==> src/rtl/lsu_byte_seq.sv <==
// Load/store sequencer for RAM port 2: splits byte/halfword requests into
// single-byte RAM accesses and returns a one-cycle response pulse.
module lsu_byte_seq #(
   parameter int ADDR_WIDTH = 8
) (
   input  logic                  clk,
   input  logic                  rst_n,
   input  logic                  req_valid,
   output logic                  req_ready,
   input  logic                  req_we,
   input  logic                  req_size,
   input  logic                  req_signed,
   input  logic [ADDR_WIDTH-1:0] req_addr,
   input  logic [15:0]           req_wdata,
   output logic                  resp_valid,
   output logic [15:0]           resp_rdata,
   output logic                  ram_en,
   output logic [ADDR_WIDTH-1:0] ram_addr,
   output logic [7:0]            ram_wdata,
   output logic                  ram_r_w,
   input  logic [7:0]            ram_rdata
);

   typedef enum logic [2:0] {IDLE, RD_LO, RD_HI, RD_LAST, WR_LO, WR_HI} state_t;

   state_t                  state_q, state_d;
   logic                    req_ready_q, req_ready_d;
   logic                    resp_valid_q, resp_valid_d;
   logic [15:0]             resp_rdata_q, resp_rdata_d;
   logic                    ram_en_q, ram_en_d;
   logic [ADDR_WIDTH-1:0]   ram_addr_q, ram_addr_d;
   logic [7:0]              ram_wdata_q, ram_wdata_d;
   logic                    ram_r_w_q, ram_r_w_d;
   logic                    size_q, size_d;
   logic                    signed_q, signed_d;
   logic [7:0]              wdata_hi_q, wdata_hi_d;
   logic [7:0]              lo_byte_q, lo_byte_d;

   always_comb begin
      state_d      = state_q;
      req_ready_d  = req_ready_q;
      resp_valid_d = 1'b0;
      resp_rdata_d = resp_rdata_q;
      ram_en_d     = ram_en_q;
      ram_addr_d   = ram_addr_q;
      ram_wdata_d  = ram_wdata_q;
      ram_r_w_d    = ram_r_w_q;
      size_d       = size_q;
      signed_d     = signed_q;
      wdata_hi_d   = wdata_hi_q;
      lo_byte_d    = lo_byte_q;
      case (state_q)
         IDLE: begin
            req_ready_d = 1'b1;
            ram_en_d    = 1'b0;
            if (req_valid && req_ready_q) begin
               size_d      = req_size;
               signed_d    = req_signed;
               wdata_hi_d  = req_wdata[15:8];
               ram_addr_d  = req_addr;
               ram_en_d    = 1'b1;
               req_ready_d = 1'b0;
               ram_r_w_d   = req_we;
               if (req_we) begin
                  ram_wdata_d = req_wdata[7:0];
                  state_d     = WR_LO;
               end else begin
                  state_d     = RD_LO;
               end
            end
         end
         RD_LO: begin
            if (size_q) begin
               ram_addr_d = ram_addr_q + ADDR_WIDTH'(1);
               state_d    = RD_HI;
            end else begin
               ram_en_d   = 1'b0;
               state_d    = RD_LAST;
            end
         end
         RD_HI: begin
            lo_byte_d = ram_rdata;
            ram_en_d  = 1'b0;
            state_d   = RD_LAST;
         end
         RD_LAST: begin
            // Final byte arrives this cycle; byte loads extend it, halfwords pair it with the low byte.
            resp_valid_d = 1'b1;
            req_ready_d  = 1'b1;
            resp_rdata_d = size_q ? {ram_rdata, lo_byte_q}
                                  : {{8{signed_q & ram_rdata[7]}}, ram_rdata};
            state_d      = IDLE;
         end
         WR_LO: begin
            if (size_q) begin
               ram_addr_d  = ram_addr_q + ADDR_WIDTH'(1);
               ram_wdata_d = wdata_hi_q;
               state_d     = WR_HI;
            end else begin
               ram_en_d     = 1'b0;
               resp_valid_d = 1'b1;
               req_ready_d  = 1'b1;
               resp_rdata_d = 16'h0000;
               state_d      = IDLE;
            end
         end
         WR_HI: begin
            ram_en_d     = 1'b0;
            resp_valid_d = 1'b1;
            req_ready_d  = 1'b1;
            resp_rdata_d = 16'h0000;
            state_d      = IDLE;
         end
         default: begin
            ram_en_d    = 1'b0;
            req_ready_d = 1'b1;
            state_d     = IDLE;
         end
      endcase
   end

   always_ff @(posedge clk) begin
      if (!rst_n) begin
         state_q      <= IDLE;
         req_ready_q  <= 1'b1;
         resp_valid_q <= 1'b0;
         resp_rdata_q <= 16'h0000;
         ram_en_q     <= 1'b0;
         ram_addr_q   <= '0;
         ram_wdata_q  <= 8'h00;
         ram_r_w_q    <= 1'b0;
         size_q       <= 1'b0;
         signed_q     <= 1'b0;
         wdata_hi_q   <= 8'h00;
         lo_byte_q    <= 8'h00;
      end else begin
         state_q      <= state_d;
         req_ready_q  <= req_ready_d;
         resp_valid_q <= resp_valid_d;
         resp_rdata_q <= resp_rdata_d;
         ram_en_q     <= ram_en_d;
         ram_addr_q   <= ram_addr_d;
         ram_wdata_q  <= ram_wdata_d;
         ram_r_w_q    <= ram_r_w_d;
         size_q       <= size_d;
         signed_q     <= signed_d;
         wdata_hi_q   <= wdata_hi_d;
         lo_byte_q    <= lo_byte_d;
      end
   end

   // Reset kills the enable in the cycle it is asserted, so an in-flight write never reaches the RAM.
   assign ram_en     = ram_en_q & rst_n;
   assign req_ready  = req_ready_q;
   assign resp_valid = resp_valid_q;
   assign resp_rdata = resp_rdata_q;
   assign ram_addr   = ram_addr_q;
   assign ram_wdata  = ram_wdata_q;
   assign ram_r_w    = ram_r_w_q;

endmodule

==> config.mk <==
export PLATFORM = sky130hd
export DESIGN_NAME = lsu_byte_seq
export DESIGN_NICKNAME = d
export VERILOG_FILES = /design/src/rtl/lsu_byte_seq.sv
export SDC_FILE = /design/constraint.sdc
export NUM_CORES = 1
export LEC_CHECK = 0
export CORE_MARGIN = 4
export CORE_UTILIZATION = 54
export CTS_BUF_LIST = sky130_fd_sc_hd__clkbuf_4 sky130_fd_sc_hd__clkbuf_8
export DETAILED_ROUTE_END_ITERATION = 6
export GPL_ROUTABILITY_DRIVEN = 0
export PLACE_DENSITY_LB_ADDON = 0.3
export SYNTH_ARGS = -nofsm -noshare
export SYNTH_HDL_FRONTEND = slang
export SYNTH_SLANG_ARGS = --single-unit
==> constraint.sdc <==
create_clock -name clk -period 3.27 [get_ports clk]
set_input_delay 0.654 -clock clk [delete_from_list [all_inputs] [get_ports clk]]
set_output_delay 0.654 -clock clk [all_outputs]
set_load 0.03 [all_outputs]
Word level (Yosys, flattened, before mapping) --
Cells that the tools add are included.
Storage, ports and cells: input port bits 38, flip-flop bits (word level) 57, word-level logic and storage cells 65
Operators by class: eq/ne operators 11, add/subtract/negate cells 1, reductions and logical operators 14, mux-type cells 23, bitwise operators 4
Operator list (number):
- case mux 16 bit (3 select lines) | 1
- two-way mux 8 bit | 5
- two-way mux 16 bit | 2
- case mux 8 bit (2 select lines) | 2
- case mux 3 bit (4 select lines) | 1
- != test 2 bit, second input constant | 5
- two-way mux 3 bit | 3
- adder 8 x 1 -> 8 bit, second input constant | 1
- AND reduction 2 bit | 4
- == test 3 x 2 -> 1 bit, second input constant | 2
- == test 3 bit, second input constant | 2
- two-way mux 1 bit | 6
- case mux 1 bit (3 select lines) | 2
- OR reduction 2 bit | 3
- AND reduction 4 bit | 1
- nonzero test 2 bit | 2
- == test 3 x 1 -> 1 bit, second input constant | 1
- zero test 3 bit | 1
- AND reduction 3 bit | 1
- nonzero test 3 bit | 1
- bitwise AND 1 bit | 2
- != test 2 x 1 -> 1 bit, second input constant | 1
- inverter 1 bit | 2
- case mux 1 bit (2 select lines) | 1
- logical AND 1 bit | 1

Longest topological paths before layout --
Gate-level depths: netlist (run 1).
depth in word-level cells 4, gate-level depth with buffers 7, depth with buffers taken out 5

Worst setup path after synthesis (run 1) --
No wires, ideal clock.
path kind input -> output, start point input rst_n, end point output ram_en, data required time 2.616 ns, arrival time 1.191 ns, setup slack 1.425 ns, cell stages on the path 2, cell sequence clkbuf_1 and2_1
On the way: cells in the longest elaborated chain, start to end 1
Ends and longest elaborated chain:
- start, declared | RTL line 7 | input logic rst_n,
- bitwise AND 1 bit | RTL line 153 | assign ram_en = ram_en_q & rst_n;
- end, declared | RTL line 17 | output logic ram_en,
Every way passes these cells.

Final worst setup path (run 1) --
start point register state_q[2], end point register wdata_hi_q[1]
On the way: cells in the longest elaborated chain, start to end 2
Ends and longest elaborated chain:
- start, declared | RTL line 26 | state_t state_q, state_d;
- start signal, assigned | RTL line 137 | state_q <= state_d;
- zero test 3 bit | RTL line 52 | case (state_q)
- AND reduction 2 bit (no line)
- end signal, assigned | RTL line 147 | wdata_hi_q <= wdata_hi_d;
- end, declared | RTL line 36 | logic [7:0] wdata_hi_q, wdata_hi_d;
Every way passes these cells. A chain may end at the register's enable or synchronous reset.

==> results of run 1 <==
## flip-flops by register name, summed over array words and instances, names as in the netlist
name and count:
resp_rdata 16, lo_byte_q 8, ram_addr 8, ram_wdata 8, wdata_hi_q 8, state_q 3
ram_en_q 1, ram_r_w 1, req_ready 1, resp_valid 1, signed_q 1, size_q 1
## cell usage after synthesis, types with 2 or more instances
library cell	count
dfxtp_1	57
nand2_1	45
nor2b_1	34
a21oi_1	29
mux2i_1	26
nor3_1	12
a21boi_0	10
clkbuf_1	10
nor4_1	9
o211a_1	8
o22ai_1	7
buf_2	6
nor2_1	6
o21ai_0	6
buf_4	4
inv_1	4
nand3_1	3
nor3b_1	3
and2_1	2
buf_6	2
nand2b_1	2
nand4_1	2
o21a_1	2
or2_2	2
xnor2_1	2
## worst max path at each step
stage	start	to	slack, ns	cells after the start
4_1_cts	state_q[2]	wdata_hi_q[4]	1.04	5
3_3_place_gp	req_valid	wdata_hi_q[0]	1.00	5
6_report	state_q[2]	wdata_hi_q[1]	1.04	5
5_1_grt	state_q[2]	wdata_hi_q[4]	0.83	5
2_1_floorplan	rst_n	ram_en	1.43	2
3_5_place_dp	req_valid	wdata_hi_q[4]	0.94	5
## per-layer routing
| layer | up-vias | wire [um] |
|---|---|---|
| li1 | 1233 | - |
| met1 | 1088 | 2936 |
| met2 | 77 | 3112 |
| met3 | 14 | 403 |
| met4 | 0 | 118 |
| met5 | - | 0 |
## cells in the final DEF, fill, tap and decap left out, types with 3 or more instances in the layout
cell type         n
o22ai_1           7
nor2b_1          34
nor4_1            9
nor3b_1           3
o211a_1           8
a21oi_1          29
o21ai_0           6
mux2i_1          26
clkdlybuf4s50_1  72
nor2_1            6
nand3_1           3
dfxtp_1          57
inv_1             4
clkbuf_8         12
nor3_1           12
buf_4             6
nand2_1          45
a21boi_0         10
## cell families (layout without fill, tap and decap cells)
family                     Yosys count  in the layout  share of synthesized area, %
and+or+nand+nor                    125            125                         23.59
DFF                                 57             57                         41.21
xor gates and xnor gates             2              2                        0.6327
AOI/OAI and AO/OA                   74             74                         19.70
muxes                               26             26                         9.399
adders and majority gates            1              1                        0.4518
buffers and inverters               27             97                         5.016
## per-stage QoR
stage	cells	util (%)	power (W)
2_1_floorplan	312	-	0.001733
3_3_place_gp	434	72.08	0.001996
3_5_place_dp	434	72.08	0.002030
4_1_cts	449	75.90	0.002639
5_1_grt	449	75.90	0.002788
6_report	449	75.90	0.002631
## final cells by class
class	instances	area, sq um
timing repair buffer	78	765.7
fill	355	1169
multi-input combinational	228	1489
clock buffer	13	172.7
sequential	57	1141
tap	67	83.83
clock inverter	2	12.51
inverter	4	15.01
## critical path, delay by kind of cell, from the launching register on
kind / cells / cell delay (ns)
compound gates: 1 / 0.17
buf+inv: 1 / 0.31
flops: 1 / 0.52
simple gates: 3 / 1.14
## power by group
group | switching [W] | internal [W] | leakage [nW]
clock network | 0.000271 | 0.000340 | 0.0949
logic | 0.000580 | 0.000459 | 0.761
registers | 0.000158 | 0.000824 | 0.464
total | 0.00101 | 0.00162 | 1.32
==> results.yml, run 1 <==
run_status:
  outcome: "completed"
routing:
  viasPerCell: 5.372
  drtAntennaViolNets: 0
  routed_wl_um: 6571
  drtIter0Drc: 140
  num_vias: 2412
  post_drt_wl_per_cell_um: 14.63
  dr.pass1.iters: 4
  drc: 0
sta:
  post-route-period-util_pct: 68.15
  setup_tns_ns: 0
  clock-skew-final_ns: 0.006352
  finalCriticalPeriod_ns: 2.228
  whs_ns: 0.4726
  fmax_ghz: 0.4487
  hold_viol: 0
  slew_headroom_pct: 49.25
  drv_slew: 0
  setup_viol: 0
  tightest_slew_ns: 0.7584
  rsz0062_at_grt: "false"
  setup_ws_ns: 1.042
logic_synthesis:
  yosysTopAreaCellShare_pct: 41.21
  yosysWarnings: 0
  synth_edf_count: 0
  synth_nets: 351
  synth_area_leaders: "dfxtp_1 41%, mux2i_1 9.4%, nor2b_1 7.7%"
  syn_avg_cell_area_sq_um: 8.875
  yosysTopAreaCell: "dfxtp_1"
  syn_inst: 312
  yosysSeqAreaShare_pct: 41.21
  synthDistinctLibCells: 44
  async_flop_share_pct: 0
  syn-cell-area_sq_um: 2769
  synthFlopType: "dfxtp_1"
  ys_ff_latch: 57
min_path:
  min-delay-start: "ram_r_w"
  min_path_cells: 2
  hp-class: "flop to flop"
  holdPathEnd: "ram_r_w"
pwr:
  ir_worst_vdd_uv: 494.2
  powerDensity_nw_per_um2: 714.9
  p_leak_nw: 1.320
setup_path:
  cp.required_ns: 3.54
  r2r_start: "state_q[2]"
  ff2ff_setup_slack_ns: 1.04
  crit_chain: "buf_4 -> or3_4 -> nor2_1 -> nand2_1 -> a21boi_0"
  critPathArrivalTime_ns: 2.49
  crit_path_end_kind: "flop"
  r2r-end: "wdata_hi_q[1]"
  cp_slowest_cell: "nor2_1"
  critPathMaxStageDelay_ns: 0.59
  r2r_cells: 5
  cp-start-kind: "flop"
  crit_type: "flop to flop"
  crit_path_max_fanout: 18
floorplanning:
  die_w_um: 79.61
  num_io_pins: 74
  start_util_pct: 57.11
  rows: 25
  core_area_sq_um: 4848
  die_h_um: 79.61
  die-area_sq_um: 6337
global_route:
  gr-max-usage-layer: "met2"
  use_met3_pct: 5.756
  antenna_found_initial: 0
  overflow: 0
  grt_pass1_wl_um: 11090
  grt_max_degree: 60
  grt_pass1_vias: 2387
  grt_use_met1_pct: 28.05
  grt.met2_usage_pct: 36.06
  track_usage_pct: 22.17
clock_network:
  cts_sinks: 57
  cts_setup_buffers: 0
  cts_hold_buffers: 0
  h-tree-depth: 3
  cts_buffers: 9
  cts-resized-gates: 0
  clock_path_buffers: 2
  root_buffer: "clkbuf_8"
  clk_pin_slew_worst_paths_ns: 0.06
  cts_tree: "built"
  clk_latency_ns: 0.34
place:
  io_buffers: 73
  pre_cts_ws_ns: 0.9390
  detailed_place_hpwl_um: 4564
  placed_cell_area_sq_um: 3495
final_layout:
  drive_above_1_share_pct: 7.330
  fin_area_sq_um: 3680
  fin_nets: 417
  area.growth.synth_to_final_pct: 32.90
  n_antenna_cell: 0
job:
  maxCapViolCount: 0
Power figures use the tool's default switching activity.
==> run 2: changes to the inputs <==
CORE_UTILIZATION = 50   (was 54)
clock period = 2.2 ns   (was 3.27 ns; I/O delays follow)
==> run 2 against run 1 <==
Against the previous run:
- die area grew 7.2%
- global-route usage decreased by 1.6 points
- design area grew 1.1%
- via count rose by 0.21%
- routed wire length shrank 1.2%
- highest routed layer unchanged
- sequential power up 47%
- combinational power is 53% higher
==> results.yml, run 2 (synthesis gave the netlist of run 1 again) <==
run_status:
  outcome: "completed"
sta:
  rsz0062_at_grt: "false"
  post-route-period-util_pct: 87.75
  setup_tns_ns: 0
  setup_ws_ns: 0.2696
  hold_viol: 0
  finalCriticalPeriod_ns: 1.930
  setup_viol: 0
  fmax_ghz: 0.5180
  clock-skew-final_ns: 0.005244
  drv_slew: 0
  whs_ns: 0.4566
  slew_headroom_pct: 52.39
  tightest_slew_ns: 0.7131
global_route:
  grt_max_degree: 60
  antenna_found_initial: 0
  grt_pass1_vias: 2335
  grt_pass1_wl_um: 10640
  track_usage_pct: 20.57
  overflow: 0
clock_network:
  clk_pin_slew_worst_paths_ns: 0.06
  clk_latency_ns: 0.33
  cts_hold_buffers: 0
  root_buffer: "clkbuf_8"
  cts_buffers: 9
  cts_sinks: 57
  cts_setup_buffers: 0
  clock_path_buffers: 2
  cts-resized-gates: 0
  cts_tree: "built"
  h-tree-depth: 3
setup_path:
  crit_chain: "xnor2_1 -> or2_1 -> o21ai_1 -> a32o_1"
  critPathMaxStageDelay_ns: 0.57
  cp.depth: 4
  cp.required_ns: 2.43
  crit_type: "flop to flop"
  cp-start-kind: "flop"
  crit_family: "XOR/XNOR gates"
  r2r_cells: 4
  path_buf_inv: 0
  crit_path_end_kind: "flop"
  cp_slowest_cell: "xnor2_1"
  crit_path_max_fanout: 14
  critPathArrivalTime_ns: 2.16
job:
  maxCapViolCount: 0
routing:
  num_vias: 2417
  drtIter0Drc: 120
  drtAntennaViolNets: 0
  routed_wl_um: 6492
  drc: 0
  post_drt_wl_per_cell_um: 14.27
  viasPerCell: 5.312
  dr.pass1.iters: 5
floorplanning:
  core_area_sq_um: 5238
  num_io_pins: 74
  die-area_sq_um: 6792
  rows: 26
  die_h_um: 82.42
  start_util_pct: 52.87
  die_w_um: 82.42
pwr:
  switching_share_pct: 37.66
  ir_worst_vdd_uv: 613.2
  pwr-share-seq_pct: 37.0
  clockPowerShare_pct: 22.2
  p_int_w: 0.002430
  power_frac_comb_pct: 40.7
  powerDensity_nw_per_um2: 1048
  p_leak_nw: 1.345
  p_sw_w: 0.001468
final_layout:
  largest_register_ffs: 16
  final_common_cell: "clkdlybuf4s50_1"
  most-common-layout-cells: "72 x clkdlybuf4s50_1, 57 x dfxtp_1, 45 x nand2_1, 34 x nor2b_1, 29 x a21oi_1"
  n_antenna_cell: 0
  fillCellCount: 418
  drive_above_1_share_pct: 8.052
  fin_nets: 422
  area.growth.synth_to_final_pct: 34.39
place:
  detailed_place_hpwl_um: 4489
  pre_cts_ws_ns: 0.2492
  io_buffers: 73
min_path:
  hp-class: "flop to flop"
  min_path_cells: 2
## run 2: changes by cell type in the layout (fill, tap and decap cells not counted), sizes merged
| cell | change |
|---|---|
| buf | +5 |
| clkinvlp | -1 |
| clkinv | -1 |
## run 2: per-layer routing
| metal | part of all wire [%] | wire length (um) | GRT usage, % |
|---|---|---|---|
| met1 | 45 | 2939 | 25.94 |
| met4 | 1.4 | 88 | 9.967 |
| met5 | 0 | 0 | 0 |
| met2 | 47 | 3048 | 32.77 |
| met3 | 6.4 | 416 | 4.989 |
## run 2: final timing paths
kind                    from          end  slack, ns
setup / recovery  state_q[2]  ram_addr[7]       0.27
hold / removal       ram_r_w      ram_r_w       0.46
setup reg to reg  state_q[2]  ram_addr[7]       0.27
hold reg to reg      ram_r_w      ram_r_w       0.46
## run 2: worst register-to-register path: cells and delay by family (launching register included)
family,cells,cell delay [ns]
AOI/OAI and AO/OA,2,0.37
xor gates and xnor gates,1,0.57
DFF,1,0.48
and+or+nand+nor,1,0.41
## run 2: final cells by class
type / instances / area, sq um / share of cell area [%]
multi-input cells: 228 / 1489 / 40.01
inverters: 4 / 15.01 / 0.4035
clock buffers: 13 / 172.7 / 4.640
repair buffers: 83 / 815.8 / 21.92
well taps: 70 / 87.58 / 2.354
flip-flops and latches: 57 / 1141 / 30.67
## run 2: metrics by stage
step                cell area, sq um  utilization (%)  std cells  power, W
detailed placement              3548            67.75        442  0.003048
global placement                3548            67.75        442  0.003011
floorplan                       2769                -        312  0.002576
finish                          3721            71.05        455  0.003899
CTS                             3721            71.05        455  0.003929
global route                    3721            71.05        455  0.004144
## run 2: power groups by stage
stage          sequential, W  combinational [W]  clock [W]
2_1_floorplan        0.00158            0.00100          0
3_3_place_gp         0.00145            0.00156          0
3_5_place_dp         0.00146            0.00159          0
4_1_cts              0.00144            0.00160   0.000893
5_1_grt              0.00147            0.00174   0.000928
6_report             0.00144            0.00159   0.000867
==> run 3: changes to the inputs <==
--- a/config.mk
+++ b/config.mk
@@ -13,2 +13,3 @@
 export PLACE_DENSITY_LB_ADDON = 0.3
+export RECOVER_POWER = 50
 export SYNTH_ARGS = -nofsm -noshare
--- a/constraint.sdc
+++ b/constraint.sdc
@@ -3,2 +3,2 @@
 set_output_delay 0.44 -clock clk [all_outputs]
-set_load 0.03 [all_outputs]
+set_load 0.02 [all_outputs]
==> run 3 against run 2 <==
Against the previous run:
- design area is 1.2% higher
- non-clock buffer count grew 2
- final cell count is 1.1% higher
- die area is the same
- clock-buffer cell count shrank 2
- register-to-register slack improved by 0.09 ns
- sequential share of layout area shrank 0.36 points
- clock skew rose by 0.0026 ns
- combinational power shrank 7%
- global-route usage is 0.42 points lower
- total power rose by 3.1%
- via count is 2.4% higher
- highest routed layer unchanged
==> results.yml, run 3 (synthesis gave the netlist of run 1 again) <==
setup_path:
  path_buf_inv: 2
  cp.required_ns: 1.76
  crit_type: "input port to primary output"
  crit_chain: "dlygate4sd3_1 -> and2_1 -> clkbuf_1"
  crit_path_max_fanout: 2
  critPathMaxStageDelay_ns: 0.58
  cp-start-kind: "input port"
  cp_slowest_cell: "dlygate4sd3_1"
  critPathArrivalTime_ns: 1.43
  crit_path_end_kind: "primary output"
  crit_family: "buffers and inverters"
floorplanning:
  die-area_sq_um: 6792
  rows: 26
  die_w_um: 82.42
  core_area_sq_um: 5238
  die_h_um: 82.42
  start_util_pct: 52.87
  num_io_pins: 74
final_layout:
  fin_area_sq_um: 3765
  area.growth.synth_to_final_pct: 35.97
  largest_register_ffs: 16
  final_cells: 460
  drive_above_1_share_pct: 8.462
  n_antenna_cell: 0
  final_common_cell: "dfxtp_1"
  fin_nets: 424
  fillCellCount: 421
  most-common-layout-cells: "57 x dfxtp_1, 45 x nand2_1, 43 x clkdlybuf4s50_1, 34 x nor2b_1"
clock_network:
  cts_sinks: 57
  root_buffer: "clkbuf_8"
  cts_tree: "built"
  clock_path_buffers: 2
  clk_latency_ns: 0.33
  cts_hold_buffers: 0
  cts_setup_buffers: 0
  h-tree-depth: 3
  clk_pin_slew_worst_paths_ns: 0.06
  cts_buffers: 9
routing:
  post_drt_wl_per_cell_um: 13.92
  drtAntennaViolNets: 0
  routed_wl_um: 6402
  drc: 0
  num_vias: 2476
  drtIter0Drc: 131
  dr.pass1.iters: 4
  viasPerCell: 5.383
sta:
  clock-skew-final_ns: 0.007850
  setup_ws_ns: 0.3262
  slew_headroom_pct: 52.10
  finalCriticalPeriod_ns: 1.874
  hold_viol: 0
  drv_slew: 0
  setup_tns_ns: 0
  tightest_slew_ns: 0.7175
  fmax_ghz: 0.5337
  post-route-period-util_pct: 85.17
  setup_viol: 0
  rsz0062_at_grt: "false"
global_route:
  track_usage_pct: 20.15
  grt_max_degree: 60
  grt_pass1_wl_um: 10550
  antenna_found_initial: 0
  grt_pass1_vias: 2335
  overflow: 0
pwr:
  powerDensity_nw_per_um2: 1067
  p_leak_nw: 1.459
  ir_worst_vdd_uv: 541.8
place:
  placed_cell_area_sq_um: 3553
  pre_cts_ws_ns: 0.03876
  detailed_place_hpwl_um: 4424
  io_buffers: 73
  dp_cells: 444
min_path:
  hp-class: "flop to flop"
job:
  maxCapViolCount: 0
run_status:
  outcome: "completed"
-- run 3: changes by cell type in the layout (fill, tap and decap cells not counted), moves of 2 or more --
cell and delta:
bufinv_16 +2, clkbuf_1 +2, clkdlybuf4s50_1 -29, clkinv_2 +2
dlygate4sd3_1 +29
-- run 3: worst paths after layout --
path                                 start      endpoint  slack [ns]  cells past startpoint
worst max-delay path                 rst_n        ram_en        0.33                      3
worst min-delay path               ram_r_w       ram_r_w        0.46                      2
worst max register to register  state_q[1]  ram_wdata[6]        0.36                      4
worst min register to register     ram_r_w       ram_r_w        0.46                      2
-- run 3: routing by layer --
metal / track usage [%] / part of all wire [%] / wire length (um) / up-vias
met1: 26.11 / 46 / 2931 / 1142
met3: 6.182 / 7.0 / 450 / 7
met2: 31.65 / 46 / 2936 / 77
met4: 6.977 / 1.3 / 85 / 0
li1: - / - / - / 1250
met5: 0 / 0 / 0 / -
-- run 3: worst register-to-register path, delay by kind of cell (launching register included) --
family	cells	cell delay, ns
flops	1	0.79
simple gates	1	0.34
compound gates	2	0.37
buf+inv	1	0.24
-- run 3: final cells by class --
| cell class | count | area (sq um) | area share, % |
|---|---|---|---|
| multi-input cells | 228 | 1484 | 39.42 |
| flip-flops and latches | 57 | 1141 | 30.31 |
| repair buffers | 85 | 808.3 | 21.47 |
| clock buffers | 11 | 151.4 | 4.021 |
| well taps | 70 | 87.58 | 2.326 |
| clock inverters | 5 | 77.57 | 2.060 |
| inverters | 4 | 15.01 | 0.3988 |
-- run 3: power by group --
part / internal, W / total, W / switching (W)
Combinational: 0.000680 / 0.00148 / 0.000800
Sequential: 0.00122 / 0.00143 / 0.000208
Clock: 0.000695 / 0.00110 / 0.000410
-- run 3: what timing repair did --
action                                  CTS  global route
gates resized for setup                   0             1
endpoints found under the hold margin     0             0
endpoints found under the setup margin    0             1
-- run 3: stage by stage --
stage	total power (W)	hold slack, ns	util [%]
2_1_floorplan	0.002494	0.4431	-
3_3_place_gp	0.002942	0.4414	67.85
3_5_place_dp	0.002982	0.4504	67.85
4_1_cts	0.004098	0.4614	72.22
5_1_grt	0.004274	0.4915	71.88
6_report	0.004018	0.4636	71.88
